## src/rtl/tick_timer_ctrl.sv

```systemverilog
// Programmable divide-by-N tick timer with start/stop/pause, one-shot mode and boundary-safe reloads.
// Optional prescaler enabled by defining TICK_PRESCALE_EN.
module tick_timer_ctrl #(
  parameter int unsigned WIDTH          = 28,
  parameter int unsigned DEFAULT_PERIOD = 32'd50_000_000,
  parameter int unsigned PRESCALE       = 32'd1
) (
  input  logic             clk,
  input  logic             rst_n,
  input  logic             start,
  input  logic             stop,
  input  logic             pause,
  input  logic             oneshot,
  input  logic             load,
  input  logic [WIDTH-1:0] period_in,
  output logic             tick,
  output logic             sq_out,
  output logic             busy,
  output logic             done,
  output logic [1:0]       state,
  output logic [15:0]      tick_cnt
);

  typedef enum logic [1:0] {
    ST_IDLE  = 2'd0,
    ST_RUN   = 2'd1,
    ST_PAUSE = 2'd2,
    ST_DONE  = 2'd3
  } state_e;

  localparam logic [WIDTH-1:0] ONE = {{(WIDTH-1){1'b0}}, 1'b1};

  // A zero period would never reach terminal count, so it is promoted to one.
  function automatic logic [WIDTH-1:0] sat_period(input logic [WIDTH-1:0] p);
    sat_period = (p == {WIDTH{1'b0}}) ? ONE : p;
  endfunction

  state_e           state_q, state_d;
  logic [WIDTH-1:0] cnt_q, cnt_d;
  logic [WIDTH-1:0] period_q, period_d;
  logic [WIDTH-1:0] pend_q, pend_d;
  logic             pend_valid_q, pend_valid_d;
  logic             tick_q, tick_d;
  logic             sq_q, sq_d;
  logic             busy_q, busy_d;
  logic             done_q, done_d;
  logic [15:0]      tick_cnt_q, tick_cnt_d;
  logic             mode_q, mode_d;

  logic [WIDTH-1:0] load_val_s;
  logic [WIDTH-1:0] apply_val_s;
  logic             apply_valid_s;
  logic             terminal_s;
  logic             go_s;
  logic             adv_s;

  assign load_val_s    = sat_period(period_in);
  assign apply_val_s   = load ? load_val_s : pend_q;
  assign apply_valid_s = load | pend_valid_q;
  assign terminal_s    = (cnt_q == (period_q - ONE));
  assign go_s          = start & ~stop & ~pause;

`ifdef TICK_PRESCALE_EN
  localparam logic [7:0] PRE_LAST = 8'(PRESCALE - 32'd1);

  logic [7:0] pre_q, pre_d;

  assign adv_s = (pre_q == PRE_LAST);

  // Prescaler: restarts on a fresh start or a stop, frozen while paused.
  always_comb begin
    pre_d = pre_q;
    case (state_q)
      ST_IDLE, ST_DONE: begin
        if (go_s) pre_d = 8'd0;
        else      pre_d = pre_q;
      end
      ST_RUN: begin
        if (stop)       pre_d = 8'd0;
        else if (pause) pre_d = pre_q;
        else if (adv_s) pre_d = 8'd0;
        else            pre_d = pre_q + 8'd1;
      end
      ST_PAUSE: begin
        if (stop) pre_d = 8'd0;
        else      pre_d = pre_q;
      end
      default: pre_d = 8'd0;
    endcase
  end

  // Prescaler register.
  always_ff @(posedge clk or negedge rst_n) begin
    if (!rst_n) pre_q <= 8'd0;
    else        pre_q <= pre_d;
  end
`else
  assign adv_s = 1'b1;
`endif

  // Next-state, counter, period-reload and output decode.
  always_comb begin
    state_d      = state_q;
    cnt_d        = cnt_q;
    period_d     = period_q;
    pend_d       = pend_q;
    pend_valid_d = pend_valid_q;
    tick_d       = 1'b0;
    tick_cnt_d   = tick_cnt_q;
    mode_d       = mode_q;
    sq_d         = 1'b0;

    case (state_q)
      ST_IDLE, ST_DONE: begin
        if (load) period_d = load_val_s;
        else      period_d = period_q;
        if (go_s) begin
          state_d    = ST_RUN;
          cnt_d      = {WIDTH{1'b0}};
          tick_cnt_d = 16'd0;
          mode_d     = oneshot;
        end else if (stop) begin
          state_d = ST_IDLE;
        end else begin
          state_d = state_q;
        end
      end
      ST_RUN: begin
        // While busy, loads collect in the pending slot until a wrap or stop.
        pend_d       = apply_val_s;
        pend_valid_d = apply_valid_s;
        if (stop) begin
          state_d      = ST_IDLE;
          cnt_d        = {WIDTH{1'b0}};
          period_d     = apply_valid_s ? apply_val_s : period_q;
          pend_valid_d = 1'b0;
        end else if (pause) begin
          state_d = ST_PAUSE;
        end else if (adv_s && terminal_s) begin
          cnt_d        = {WIDTH{1'b0}};
          tick_d       = 1'b1;
          tick_cnt_d   = tick_cnt_q + 16'd1;
          period_d     = apply_valid_s ? apply_val_s : period_q;
          pend_valid_d = 1'b0;
          state_d      = mode_q ? ST_DONE : ST_RUN;
        end else if (adv_s) begin
          cnt_d = cnt_q + ONE;
        end else begin
          cnt_d = cnt_q;
        end
      end
      ST_PAUSE: begin
        pend_d       = apply_val_s;
        pend_valid_d = apply_valid_s;
        if (stop) begin
          state_d      = ST_IDLE;
          cnt_d        = {WIDTH{1'b0}};
          period_d     = apply_valid_s ? apply_val_s : period_q;
          pend_valid_d = 1'b0;
        end else if (!pause && start) begin
          state_d = ST_RUN;
        end else begin
          state_d = ST_PAUSE;
        end
      end
      default: state_d = ST_IDLE;
    endcase

    case (state_d)
      ST_RUN:   sq_d = (cnt_d < (period_d >> 1)) || (period_d == ONE);
      ST_PAUSE: sq_d = sq_q;
      default:  sq_d = 1'b0;
    endcase
  end

  assign busy_d = (state_d == ST_RUN) || (state_d == ST_PAUSE);
  assign done_d = (state_d == ST_DONE);

  // State, datapath and registered outputs.
  always_ff @(posedge clk or negedge rst_n) begin
    if (!rst_n) begin
      state_q      <= ST_IDLE;
      cnt_q        <= {WIDTH{1'b0}};
      period_q     <= WIDTH'(DEFAULT_PERIOD);
      pend_q       <= {WIDTH{1'b0}};
      pend_valid_q <= 1'b0;
      tick_q       <= 1'b0;
      sq_q         <= 1'b0;
      busy_q       <= 1'b0;
      done_q       <= 1'b0;
      tick_cnt_q   <= 16'd0;
      mode_q       <= 1'b0;
    end else begin
      state_q      <= state_d;
      cnt_q        <= cnt_d;
      period_q     <= period_d;
      pend_q       <= pend_d;
      pend_valid_q <= pend_valid_d;
      tick_q       <= tick_d;
      sq_q         <= sq_d;
      busy_q       <= busy_d;
      done_q       <= done_d;
      tick_cnt_q   <= tick_cnt_d;
      mode_q       <= mode_d;
    end
  end

  assign tick     = tick_q;
  assign sq_out   = sq_q;
  assign busy     = busy_q;
  assign done     = done_q;
  assign state    = state_q;
  assign tick_cnt = tick_cnt_q;

endmodule

```

## config.mk

```make
export PLATFORM = sky130hd
export DESIGN_NAME = tick_timer_ctrl
export DESIGN_NICKNAME = d
export VERILOG_FILES = /design/src/rtl/tick_timer_ctrl.sv
export SDC_FILE = /design/constraint.sdc
export NUM_CORES = 1
export LEC_CHECK = 0
export ABC_AREA = 1
export CORE_ASPECT_RATIO = 1.2
export CORE_UTILIZATION = 57
export CTS_CLUSTER_DIAMETER = 100
export DETAILED_ROUTE_END_ITERATION = 8
export DONT_BUFFER_PORTS = 1
export GPL_TIMING_DRIVEN = 1
export PLACE_DENSITY = 0.74
export SLEW_MARGIN = 20
export SYNTH_ARGS = -nofsm -noshare
export SYNTH_HDL_FRONTEND = slang
export SYNTH_SLANG_ARGS = --single-unit
```

## constraint.sdc

```tcl
create_clock -name clk -period 3.75 [get_ports clk]
set_clock_uncertainty 0.1 [all_clocks]
set_input_delay 1.125 -clock clk [delete_from_list [all_inputs] [get_ports clk]]
set_output_delay 1.125 -clock clk [all_outputs]
set_load 0.02 [all_outputs]
```

==> summary.txt, run 1 <==
Worst setup path
  – Reg2reg path depth: 29
  – Required @ worst endpoint: 3.95 ns
  – Worst Setup End Kind: register
  – Max FO, Critical Path: 6
  – Crit path launch type: register
  – Number of cells on the critical path: 29
  – Setup CP Type: reg -> reg
  – Crit path DAT: 4.38 ns
  – Critical-path top delay cell: dfrtp_1
  – Critical path's largest stage delay: 0.45 ns
  – Crit path buf inv count: 5
  – Most used cell, CP: nand2_1
  – Family with the most delay on the worst path: simple AND/OR/NAND/NOR gates

Yosys
  – Post-Synth Adder-Cell Area: 4.77%
  – Syn Inst Count: 1338
  – Yosys cell types: 60
  – Synth top area cells: dfrtp_1, nand2_1, o21ai_0
  – Mapped Nets: 1407
  – Yosys top cell area share: 27.0%
  – Netlist Area Pre-Place: 0.00891 sq mm
  – Syn avg cell area: 6.66 sq um
  – Synth Warn #: 0
  – Cell with the most instances after synthesis: nand2_1
  – Ys flop type: dfrtp_1
  – Ys async rst share: 100%
  – Yosys top cell by area: dfrtp_1
  – Synth Area in Simple Gates: 30.2%
  – Mux contribution to synthesized area: 0%
  – Top cells by count, synth: nand2_1, inv_1, o21ai_0
  – Seq/Total Area, Yosys: 30.5%
  – Largest family of logic cells by synthesized area: simple AND/OR/NAND/NOR gates
  – Synthesis-stage register bit count: 108
  – EDFF count, synth: 0
  – Xor-xnor portion of the synthesized cell area: 3.83%
  – Synth Area in Compound Gates: 19.8%

Pwr
  – Sequential power share: 20.2%
  – Net Sw Frac: 48.0%
  – Pleak: 5.50 nW
  – Switching Power: 5.02 mW
  – Clock power share: 10.3%
  – Maximum VDD drop: 0.524 mV
  – Power, Total: 10.5 mW
  – Comb power frac: 69.5%
  – Cell Pwr Density: 907 mW/mm^2
  – Internal: 5.45 mW

Detailed routing
  – Initial DRC count: 1018
  – Routed vias/inst: 5.80
  – Total number of vias: 10191
  – Routed WL per cell: 18.3 um
  – Total Routed Length: 32.1 mm
  – Post-route DRC: 0
  – DRT antenna net count: 0
  – Pre-Repair DR Iteration Count: 9

STA
  – Max-slew violations: 0
  – Final setup TNS: -0.422 ns
  – Crit path time final: 4.17 ns
  – FMAX: 240 MHz
  – Final worst-path setup slack: -0.422 ns
  – Rel. slew slack: 60.7%
  – Fin crit share: 111%
  – Worst-margin pin slew: 0.584 ns
  – Finish-stage setup viols: 1
  – Final Hold Vio Count: 0
  – Unrepaired setup endpoints after global routing: yes
  – Fin Hold WS: 0.342 ns

Cells and area
  – Synth-to-Final Area Change: 29.6%
  – Antenna diode count: 0
  – Final instance area: 0.0115 sq mm
  – Filler cell count: 1200
  – Share of layout cells above drive strength 1: 25.1%
  – Nets: 1616
  – Final non-filler cell total: 1756
  – Final core occ: 76.2%

Global route
  – Met3 Usage GRT: 6.42%
  – Busiest grt layer: met2
  – First-pass GRT wire length: 50.2 mm
  – Initial antenna violation count: 0
  – Met1 GRT Util: 52.2%
  – Gr ovfl total: 0
  – GRT Overall Usage: 40.9%
  – Met2 usage: 65.9%
  – Vias in the first global route: 9760
  – Largest net degree at the start of global routing: 109

Floorplanning
  – Initial Util: 58.8%
  – Rows: 49
  – Number of top-level pins: 57
  – Die Wd: 116 um
  – Die H: 139 um
  – Core area: 0.0151 sq mm
  – DIE AREA: 0.0161 sq mm

Flow run
  – Max cap viols: 0

Clock tree
  – CTS tree: built
  – Root buf cell: clkbuf_16
  – CTS Hold Buffers Added: 0
  – Later-pin clock latency in the skew report: 0.37 ns
  – H-tree depth: 3
  – Clk sinks: 108
  – Max clock buf depth: 2
  – CTS buffer count: 9
  – Clk slew on worst S/H paths: 0.08 ns

Place
  – GPL Wtd Cong: 0.983
  – Dpl ws: -0.494 ns
  – I/O Buffers: 0
  – Placed insts: 1713
  – HPWL Detailed: 24.0 mm
  – Area after DPL: 0.0106 sq mm

Min path
  – Hold/Removal Path Class: in -> async

Status
  – Status: finished with violations
  – Failing checks: negative setup slack
==> flip-flops by register name, summed over array words and instances, names as in the netlist <==
register,flops
tick,1
done,1
period_q,28
tick_cnt,16
sq_out,1
mode_q,1
state,2
pend_q,28
pend_valid_q,1
busy,1
cnt_q,28
==> cells by family after synthesis <==
kind of cell    Yosys count
fa+ha+maj                34
buf+inv                 246
xor+xnor                 39
simple gates            601
compound gates          310
flops                   108
==> per-layer routing <==
layer	share of wire, %	up-vias
met5	0	-
met4	5.3	0
met3	8.2	107
met2	47	531
met1	40	4728
li1	-	4825
==> final cells by class <==
class | instances | area (sq um) | area share, %
Sequential cell | 108 | 2720 | 23.6
Inverter | 188 | 712 | 6.17
Clock buffer | 10 | 229 | 1.98
Tap cell | 204 | 255 | 2.21
Timing Repair Buffer | 256 | 2010 | 17.4
Multi-Input combinational cell | 984 | 5520 | 47.8
Clock inverter | 6 | 96.3 | 0.835
==> power groups by stage <==
stage                     Clock (mW)  Sequential, mW  Combinational, mW
after CTS                       1.09            2.08               6.88
after global placement             0            2.09               6.30
after detailed placement           0            2.11               6.40
after global routing            1.14            2.16               7.93
after floorplan                    0            2.04               3.63
final                           1.08            2.12               7.28
==> what timing repair did <==
action                     CTS  global route
cloned                       1             0
setup buffers               17             9
resized for setup           61            28
setup endpoints to repair    1             4
pin swaps                   32            23
==> worst paths after layout <==
| path | start | end | slack (ns) |
|---|---|---|---|
| worst max-delay path | period_q[5]$_DFF_PN0_ | sq_out$_DFFE_PN0P_ | -0.42 |
| worst min-delay path | rst_n | tick_cnt[13]$_DFFE_PN0P_ | 0.34 |
| worst max register to register | period_q[5]$_DFF_PN0_ | sq_out$_DFFE_PN0P_ | -0.42 |
| worst min register to register | pend_q[27]$_DFFE_PN0N_ | pend_q[27]$_DFFE_PN0N_ | 0.42 |
| max in group asynchronous | rst_n | period_q[13]$_DFF_PN1_ | 2.97 |
| min in group clk | pend_q[27]$_DFFE_PN0N_ | pend_q[27]$_DFFE_PN0N_ | 0.42 |
==> layout by cell type (no fill, tap or decap), drive strengths merged, types with 10 or more instances in the layout <==
cell | synthesis | layout
a21oi | 78 | 78
a31oi | 19 | 19
buf | 11 | 256
clkbuf | 47 | 10
dfrtp | 96 | 96
dfstp | 12 | 12
ha | 34 | 34
inv | 185 | 185
nand2 | 325 | 325
nand3 | 67 | 67
nand4 | 23 | 23
nor2 | 131 | 131
nor3 | 23 | 23
nor4 | 14 | 14
o211ai | 14 | 14
o21ai | 159 | 159
xnor2 | 10 | 10
xor2 | 29 | 29
Note: power is estimated with default switching activity, not from simulation.
==> inputs of run 2 (changes only) <==
Settings changed: CORE_MARGIN set to 1.
==> results of run 2 <==
Same layout as run 1: the final DEF is identical, and so are final timing and power.
